--- src/rtl/sram_bus_arbiter_pkg.sv ---
// Shared types for the sram-like bus arbiter: transaction owner id and request bundle.
`timescale 1ns/1ps
package mem_arb_pkg;

  typedef enum logic {
    OWN_INST = 1'b0,
    OWN_DATA = 1'b1
  } owner_e;

  localparam int unsigned SRAM_ADDR_W = 32;
  localparam int unsigned SRAM_DATA_W = 32;

  typedef struct packed {
    logic                   wr;
    logic [1:0]             size;
    logic [SRAM_ADDR_W-1:0] addr;
    logic [SRAM_DATA_W-1:0] wdata;
    logic [3:0]             wstrb;
    logic                   cached;
  } sram_req_t;

  function automatic owner_e other_owner(input owner_e o);
    return (o == OWN_DATA) ? OWN_INST : OWN_DATA;
  endfunction

endpackage

--- src/rtl/sram_bus_arbiter_owner_fifo.sv ---
// In-order FIFO of transaction owners; push on address accept, pop on data return.
`timescale 1ns/1ps
module owner_fifo
  import mem_arb_pkg::*;
#(
  parameter int unsigned DEPTH = 2
) (
  input  logic   clk,
  input  logic   rst,
  input  logic   push,
  input  logic   pop,
  input  owner_e din,
  output logic   full,
  output logic   empty,
  output owner_e head
);

  localparam int unsigned PTR_W = (DEPTH > 1) ? $clog2(DEPTH) : 1;
  localparam int unsigned CNT_W = $clog2(DEPTH) + 1;

  owner_e             mem [DEPTH];
  logic [PTR_W-1:0]   wr_ptr;
  logic [PTR_W-1:0]   rd_ptr;
  logic [CNT_W-1:0]   count;
  logic               do_push;
  logic               do_pop;

  function automatic logic [PTR_W-1:0] ptr_inc(input logic [PTR_W-1:0] p);
    if (p == PTR_W'(DEPTH - 1)) return '0;
    return p + PTR_W'(1);
  endfunction

  assign full    = (count == CNT_W'(DEPTH));
  assign empty   = (count == '0);
  assign do_push = push & ~full;
  assign do_pop  = pop & ~empty;
  assign head    = mem[rd_ptr];

  always_ff @(posedge clk) begin
    if (do_push) mem[wr_ptr] <= din;
  end

  always_ff @(posedge clk) begin
    if (!rst) begin
      wr_ptr <= '0;
      rd_ptr <= '0;
      count  <= '0;
    end else begin
      if (do_push) wr_ptr <= ptr_inc(wr_ptr);
      if (do_pop)  rd_ptr <= ptr_inc(rd_ptr);
      case ({do_push, do_pop})
        2'b10:   count <= count + CNT_W'(1);
        2'b01:   count <= count - CNT_W'(1);
        default: count <= count;
      endcase
    end
  end

endmodule

--- src/rtl/sram_bus_arbiter.sv ---
// Two-master sram-like bus arbiter with in-order response routing.
// Define ARB_RR_FAIR_EN to alternate grants under contention instead of fixed data priority.
`timescale 1ns/1ps
module sram_bus_arbiter
  import mem_arb_pkg::*;
#(
  parameter int unsigned OUTSTANDING = 2,
  parameter int unsigned ADDR_W      = 32,
  parameter int unsigned DATA_W      = 32
) (
  input  logic              clk,
  input  logic              rst,
  input  logic              i_req,
  input  logic              i_wr,
  input  logic [1:0]        i_size,
  input  logic [ADDR_W-1:0] i_addr,
  input  logic [DATA_W-1:0] i_wdata,
  input  logic [3:0]        i_wstrb,
  input  logic              i_cached,
  output logic              i_addr_ok,
  output logic              i_data_ok,
  output logic [DATA_W-1:0] i_rdata,
  input  logic              d_req,
  input  logic              d_wr,
  input  logic [1:0]        d_size,
  input  logic [ADDR_W-1:0] d_addr,
  input  logic [DATA_W-1:0] d_wdata,
  input  logic [3:0]        d_wstrb,
  input  logic              d_cached,
  output logic              d_addr_ok,
  output logic              d_data_ok,
  output logic [DATA_W-1:0] d_rdata,
  output logic              m_req,
  output logic              m_wr,
  output logic [1:0]        m_size,
  output logic [ADDR_W-1:0] m_addr,
  output logic [DATA_W-1:0] m_wdata,
  output logic [3:0]        m_wstrb,
  output logic              m_cached,
  input  logic              m_addr_ok,
  input  logic              m_data_ok,
  input  logic [DATA_W-1:0] m_rdata,
  output logic              proto_err
);

  typedef struct packed {
    logic              wr;
    logic [1:0]        size;
    logic [ADDR_W-1:0] addr;
    logic [DATA_W-1:0] wdata;
    logic [3:0]        wstrb;
    logic              cached;
  } req_t;

  req_t        i_bus;
  req_t        d_bus;
  req_t        m_bus;
  owner_e      grant;
  owner_e      lock_owner;
  owner_e      head;
  logic        lock;
  logic        owner_req;
  logic        lock_hold;
  logic        full;
  logic        empty;
  logic        accept;
  logic        pop;
  logic [DATA_W-1:0] i_rdata_q;
  logic [DATA_W-1:0] d_rdata_q;
`ifdef ARB_RR_FAIR_EN
  owner_e      rr_ptr;
`endif

  assign i_bus = '{wr: i_wr, size: i_size, addr: i_addr, wdata: i_wdata, wstrb: i_wstrb, cached: i_cached};
  assign d_bus = '{wr: d_wr, size: d_size, addr: d_addr, wdata: d_wdata, wstrb: d_wstrb, cached: d_cached};

  // A locked owner that dropped req no longer holds the grant; arbitration falls back to normal.
  assign owner_req = (lock_owner == OWN_DATA) ? d_req : i_req;
  assign lock_hold = lock & owner_req;

  always_comb begin
    grant = OWN_DATA;
    if (lock_hold) begin
      grant = lock_owner;
    end else if (d_req && i_req) begin
`ifdef ARB_RR_FAIR_EN
      grant = rr_ptr;
`else
      grant = OWN_DATA;
`endif
    end else if (!d_req && i_req) begin
      grant = OWN_INST;
    end
  end

  assign m_bus    = (grant == OWN_DATA) ? d_bus : i_bus;
  assign m_req    = (i_req | d_req) & ~full;
  assign m_wr     = m_bus.wr;
  assign m_size   = m_bus.size;
  assign m_addr   = m_bus.addr;
  assign m_wdata  = m_bus.wdata;
  assign m_wstrb  = m_bus.wstrb;
  assign m_cached = m_bus.cached;

  assign accept    = m_req & m_addr_ok;
  assign i_addr_ok = accept & (grant == OWN_INST);
  assign d_addr_ok = accept & (grant == OWN_DATA);

  assign pop       = m_data_ok & ~empty;
  assign i_data_ok = pop & (head == OWN_INST);
  assign d_data_ok = pop & (head == OWN_DATA);
  assign i_rdata   = i_data_ok ? m_rdata : i_rdata_q;
  assign d_rdata   = d_data_ok ? m_rdata : d_rdata_q;

  owner_fifo #(.DEPTH(OUTSTANDING)) u_owner_fifo (
    .clk   (clk),
    .rst   (rst),
    .push  (accept),
    .pop   (pop),
    .din   (grant),
    .full  (full),
    .empty (empty),
    .head  (head)
  );

  always_ff @(posedge clk) begin
    if (!rst) begin
      lock       <= 1'b0;
      lock_owner <= OWN_DATA;
      proto_err  <= 1'b0;
      i_rdata_q  <= '0;
      d_rdata_q  <= '0;
    end else begin
      lock       <= m_req & ~m_addr_ok;
      lock_owner <= grant;
      if ((lock & ~owner_req) | (m_data_ok & empty)) proto_err <= 1'b1;
      if (i_data_ok) i_rdata_q <= m_rdata;
      if (d_data_ok) d_rdata_q <= m_rdata;
    end
  end

`ifdef ARB_RR_FAIR_EN
  always_ff @(posedge clk) begin
    if (!rst)        rr_ptr <= OWN_DATA;
    else if (accept) rr_ptr <= other_owner(grant);
  end
`endif

endmodule

--- config.mk ---
export PLATFORM = sky130hd
export DESIGN_NAME = sram_bus_arbiter
export DESIGN_NICKNAME = d
export VERILOG_FILES = /design/src/rtl/sram_bus_arbiter_pkg.sv /design/src/rtl/sram_bus_arbiter_owner_fifo.sv /design/src/rtl/sram_bus_arbiter.sv
export SDC_FILE = /design/constraint.sdc
export NUM_CORES = 1
export LEC_CHECK = 0
export ABC_AREA = 1
export CAP_MARGIN = 20
export CORE_AREA = 2 2 127 129
export CTS_CLUSTER_DIAMETER = 50
export DETAILED_ROUTE_END_ITERATION = 8
export DIE_AREA = 0 0 129 131
export PLACE_DENSITY_LB_ADDON = 0.3
export SYNTH_ARGS = -nofsm -noshare
export SYNTH_HDL_FRONTEND = slang
export SYNTH_SLANG_ARGS = --single-unit
--- constraint.sdc ---
create_clock -name clk -period 1.43 [get_ports clk]
set_input_delay 0.2145 -clock clk [delete_from_list [all_inputs] [get_ports clk]]
set_output_delay 0.2145 -clock clk [all_outputs]
set_load 0.005 [all_outputs]
== Yosys cells after proc, flatten, opt, wreduce, memory -nomap -nowiden ==
Memory sizes are Yosys's and may differ from the RTL's. A register that Yosys moved wholly into a read port is not among the register bits.
Cells that the tools add are included.

* Register bits: 71
* Memory bits (writable): 2
* Logic and storage cells: 64
* Memories: 1

* Add/sub/neg operators: 4
* Equality and inequality tests: 3
* Mux-type cells: 22
* Bitwise operators: 21
* Reductions and logical operators: 5

{| class="wikitable"
|+ Memories
! name !! words !! width !! rd ports !! clocked after Yosys merged registers in !! write ports !! line !! source
|-
| u_owner_fifo.mem || 2 || 1 || 1 || 1 || 1 || sram_bus_arbiter_owner_fifo.sv:21 || <nowiki>owner_e mem [DEPTH];</nowiki>
|}

{| class="wikitable"
|+ Operator list
! operator !! count
|-
| $mux W72 || 1
|-
| $mux W32 || 2
|-
| $mux W1 || 18
|-
| $and A1 B1 Y1 || 13
|-
| $not A1 Y1 || 6
|-
| $eq A2 B2 Y1 const B || 2
|-
| $pmux W2 S2 || 1
|-
| $add A1 B1 Y1 const B || 2
|-
| $add A2 B1 Y2 const B || 1
|-
| $eq A2 B1 Y1 const B || 1
|-
| $logic_and A1 B1 Y1 || 2
|-
| $logic_not A2 Y1 || 1
|-
| $or A1 B1 Y1 || 2
|-
| $reduce_bool A2 Y1 || 1
|-
| $sub A2 B1 Y2 const B || 1
|-
| $logic_not A1 Y1 || 1
|}

== Depth between registers and ports, before layout ==
* Word-level depth: 9
* Depth in mapped cells: 9
* Gate-level depth less buffers: 9

== Cells and area by module ==
A second synthesis with hierarchy kept.

* Cells, all modules: 813
* Area, all modules: 4461.8 um^2

{| class="wikitable"
|+ Modules (own cells, without submodules)
! module !! instances !! cells each !! area each (um^2) !! seq. area each (um^2)
|-
| sram_bus_arbiter || 1 || 770 || 4126.5 || 1341.3
|-
| owner_fifo || 1 || 43 || 335.3 || 160.2
|}

== Worst setup path before layout ==
OpenSTA, ideal clock, no wires.

* Path kind: reg2reg
* Start point: reg u_owner_fifo.count[0]
* End point: reg u_owner_fifo.count[1]
* Setup time: 0.115 ns
* Arrival: 1.310 ns
* Slack: 0.004 ns
* Cell stages (with the launch flop): 9
* Buffers on the path: 1
* Cells stage by stage: dfxtp_1 nor2_4 nor2_8 buf_2 ha_1 inv_1 nand4_1 nand2_1 nor2_1

* Elaborated cells between the ends (all ways): 15

{| class="wikitable"
|+ RTL lines
! what !! line !! source
|-
| start: declaration || sram_bus_arbiter_owner_fifo.sv:24 || <nowiki>logic [CNT_W-1:0] count;</nowiki>
|-
| start signal: assignment || sram_bus_arbiter_owner_fifo.sv:52 || <nowiki>2'b10: count <= count + CNT_W'(1);</nowiki>
|-
| start signal: assignment || sram_bus_arbiter_owner_fifo.sv:53 || <nowiki>2'b01: count <= count - CNT_W'(1);</nowiki>
|-
| start signal: assignment || sram_bus_arbiter_owner_fifo.sv:54 || <nowiki>default: count <= count;</nowiki>
|-
| $logic_not A2 Y1 (*) || sram_bus_arbiter_owner_fifo.sv:34 || <nowiki>assign empty = (count == '0);</nowiki>
|-
| $not A1 Y1 (*) || sram_bus_arbiter_owner_fifo.sv:36, sram_bus_arbiter.sv:109 ||
|-
| $and A1 B1 Y1 || sram_bus_arbiter.sv:109 || <nowiki>assign pop = m_data_ok & ~empty;</nowiki>
|-
| $and A1 B1 Y1 (*) || sram_bus_arbiter_owner_fifo.sv:36 || <nowiki>assign do_pop = pop & ~empty;</nowiki>
|-
| net u_owner_fifo.do_pop || sram_bus_arbiter_owner_fifo.sv:26 || <nowiki>logic do_pop;</nowiki>
|-
| $eq A2 B1 Y1 / $eq A2 B2 Y1 (equally long branches) || sram_bus_arbiter_owner_fifo.sv:51 || <nowiki>case ({do_push, do_pop})</nowiki>
|-
| $pmux W2 S2 / $reduce_bool A2 Y1 (equally long branches) || - ||
|}

Mark *: on every way through the listed nets, which the timed path passes. The rest lies on a longest branch.
A chain may end at the register's enable or synchronous reset.

== Final worst setup path ==
* Start point: reg u_owner_fifo.count[0]
* End point: out d_rdata[12]

* Cells in the longest elaborated chain, start to end: 5

{| class="wikitable"
|+ RTL lines
! what !! line !! source
|-
| $logic_not A2 Y1 || sram_bus_arbiter_owner_fifo.sv:34 ||
|-
| $not A1 Y1 || sram_bus_arbiter.sv:109 ||
|-
| $and A1 B1 Y1 || sram_bus_arbiter.sv:109 ||
|-
| $and A1 B1 Y1 || sram_bus_arbiter.sv:111 || <nowiki>assign d_data_ok = pop & (head == OWN_DATA);</nowiki>
|-
| $mux W32 || - ||
|-
| end: declaration || sram_bus_arbiter.sv:32 || <nowiki>output logic [DATA_W-1:0] d_rdata,</nowiki>
|}

Every way passes these cells.

==> results.json <==
{
  "status": "finished with violations",
  "drt_iter0_drc": 408,
  "gp_congestion": 0.950,
  "die_area_mm2": 0.0169,
  "setup.worst_path.start_class": "register",
  "cp_max_fo": 5,
  "cp.required_ns": 1.22,
  "critPathCaptureType": "primary output",
  "p_clk_share_pct": 18.1,
  "fin_skew_ns": 0.00566,
  "final_area_mm2": 0.0124,
  "core-area_mm2": 0.0156,
  "ys_seq_area_share_pct": 32.9,
  "routed_wl_mm": 31.9,
  "p_int_uw": 8020,
  "cts_max_level": 3,
  "row_count": 46,
  "p_sw_uw": 4740,
  "die_x_um": 129,
  "swShare_pct": 37.1,
  "grt_use_total_pct": 34.2,
  "critPathBufInv": 6,
  "cts_buffers": 9,
  "synth.distinct_cells": 21,
  "synth.area.top_cells": "dfxtp_1 32%, nand2_1 30%, inv_1 15%",
  "multi_input_area_mm2": 0.00380,
  "io_buffers": 323,
  "critPathTopFamily": "buffers and inverters",
  "dr.pass1.iters": 5,
  "p_per_area_mw_per_mm2": 1030,
  "viasPerCell": 4.76,
  "violations": "negative setup slack",
  "grt_pass1_vias": 7083,
  "min_path_type": "in2reg",
  "finalSetupTns_ns": -62.40,
  "yosys.area.top_type": "dfxtp_1",
  "fin_ws_ns": -0.569,
  "antenna_found_initial": 4,
  "tritoncts": "yes",
  "ys_warn_count": 0,
  "rsz0062_at_grt": "true",
  "synth_top_area_share_pct": 31.5,
  "pre_cts_ws_ns": -0.946,
  "slowest_delay_ns": 0.36,
  "p_leak_uw": 0.00614,
  "grt-ovfl-total": 0,
  "post_synth.cell_area_avg_um2": 5.65,
  "register_area_mm2": 0.00151,
  "period_minus_slack_ns": 2.00,
  "synth_edf_count": 2,
  "io_pins": 324,
  "clock_latency_ns": 0.34,
  "worstReg2RegEnd": "d_rdata_q[12]",
  "crit_cells": 11,
  "synthCells": 809,
  "route.detailed.drc": 0,
  "slew_headroom_pct": 75.8,
  "arrival_ns": 1.78,
  "critPathMostFrequentCell": "buf_12",
  "nFillCells": 980,
  "cts_hold_buf": 0,
  "drt.antenna.violating_nets": 0,
  "report.power.total_uw": 12800,
  "timing.fmax_mhz": 500,
  "r2r_cells": 12,
  "dp_hpwl_mm": 18.4,
  "ys_seq_elements": 74,
  "holdWs_ns": 0.402,
  "syn-num-nets": 992,
  "yosysMostFrequentCell": "nand2_1",
  "slowest_stage": "dfxtp_2",
  "r2r_slack_ns": -0.23,
  "synth_flop_cell": "dfxtp_1",
  "synthesis.area_mm2": 0.00457,
  "p_seq_share_pct": 19.4,
  "yosys-top-cells-count": "363 x nand2_1, 177 x inv_1, 72 x dfxtp_1, 72 x nor2_1, 57 x nand3_1",
  "syn2layout_area_growth_pct": 171,
  "postPlaceCellArea_mm2": 0.00838,
  "die_h_um": 131,
  "critPathKind": "reg2out",
  "hold_violations": 0,
  "worstPathCellList": "nor2_4, nor2_8, buf_12, nand2_8, buf_12, buf_12, buf_6, nand2_2, nand2_2, inv_2, buf_6",
  "r2r-start": "u_owner_fifo.count[0]",
  "cts_buffer_depth": 2,
  "num_vias": 7309,
  "start_util_pct": 29.3,
  "async_reset_ff_share_pct": 0,
  "crit_path_start": "u_owner_fifo.count[0]",
  "post_drt_wl_per_cell_um": 20.8,
  "cts-root-buf": "clkbuf_16",
  "finalMaxSlewViolations": 0,
  "cts.sinks": 74,
  "fin_nets": 1496,
  "grt_pass1_wl_mm": 42.0,
  "cap_violations": 0,
  "setup-violations-final": 170,
  "endpoint": "d_rdata[12]",
  "fin_crit_sh_pct": 140,
  "grt_max_degree": 50,
  "drive_gt1_share_pct": 58.3,
  "tightest_slew_ns": 0.361,
  "clk_pin_slew_worst_paths_ns": 0.06,
  "pwr-share-comb_pct": 62.4,
  "vdd_drop_max_v": 0.000888
}
## per-layer routing
| layer | vias up | track usage, % | part of all wire [%] |
|---|---|---|---|
| met5 | - | 0 | 0.031 |
| met4 | 2 | 12.6 | 4.2 |
| met3 | 90 | 15.3 | 12 |
| met2 | 392 | 55.8 | 48 |
| met1 | 3495 | 39.7 | 37 |
| li1 | 3330 | - | - |
## layout by cell type (no fill, tap or decap), types with 45 or more instances in the layout
cell type,instances
nor2_1,45
inv_1,111
inv_2,64
buf_4,51
buf_2,66
nand2_1,124
clkdlybuf4s50_1,178
nand2_4,113
nand2_2,126
dfxtp_1,68
buf_6,166
## layout make-up
type / instances / area share, %
antenna: 3 / 0.0606
inverter: 177 / 5.43
timing repair buffer: 535 / 47.1
clock buffer: 11 / 2.04
multi-input combinational: 516 / 30.7
sequential: 74 / 12.2
tap: 216 / 2.18
clock inverter: 3 / 0.323
## stage by stage
step	utilization [%]	cells
after detailed placement	53.7	1364
after CTS	71.2	1543
after global routing	79.4	1534
after global placement	53.7	1364
final	79.4	1535
after floorplan	-	809
## registers in the layout, summed over array words and instances, names as in the netlist, named ones only
| name | cells |
|---|---|
| u_owner_fifo.count | 2 |
| i_rdata_q | 32 |
| u_owner_fifo.rd_ptr | 1 |
| lock_owner | 1 |
| u_owner_fifo.wr_ptr | 1 |
| u_owner_fifo.mem | 2 |
| lock | 1 |
| d_rdata_q | 32 |
| proto_err | 1 |
## logic make-up (layout without fill, tap and decap cells)
kind of cell | count (synthesis) | after routing | synth area share, %
flops | 74 | 74 | 32.9
other cells | 0 | 3 | 0
fa+ha+maj | 1 | 1 | 0.274
buf+inv | 219 | 726 | 20.5
compound gates | 6 | 6 | 0.684
simple gates | 509 | 509 | 45.7
## worst min path at each step
stage | slack (ns) | from | endpoint | cells past startpoint
5_1_grt | 0.41 | m_data_ok | proto_err | 3
4_1_cts | 0.36 | m_data_ok | proto_err | 3
2_1_floorplan | 0.28 | rst | lock_owner | 1
6_report | 0.40 | i_req | proto_err | 4
3_5_place_dp | 0.49 | u_owner_fifo.rd_ptr | u_owner_fifo.rd_ptr | 2
3_3_place_gp | 0.48 | u_owner_fifo.rd_ptr | u_owner_fifo.rd_ptr | 2
## what timing repair did
action                     in CTS  in global routing
hold endpoints to repair        0                  0
gates cloned                   17                  3
gates resized for setup       976                359
setup endpoints to repair     148                184
pin swaps                      82                 83
setup buffers                 153                 44
## power by group through the flow
| stage | sequential, uW | clock, uW | combinational, uW |
|---|---|---|---|
| after CTS | 2460 | 2330 | 6280 |
| after global placement | 2490 | 0 | 4360 |
| after floorplan | 2480 | 0 | 1740 |
| after global routing | 2500 | 2420 | 8380 |
| after detailed placement | 2500 | 0 | 4370 |
| final | 2480 | 2320 | 7970 |
## worst reg2reg max path, delay by kind of cell (launching register included)
kind,cells,cell delay [ns]
flops,1,0.36
simple gates,6,0.46
buf+inv,6,0.77
Power figures use the tool's default switching activity.
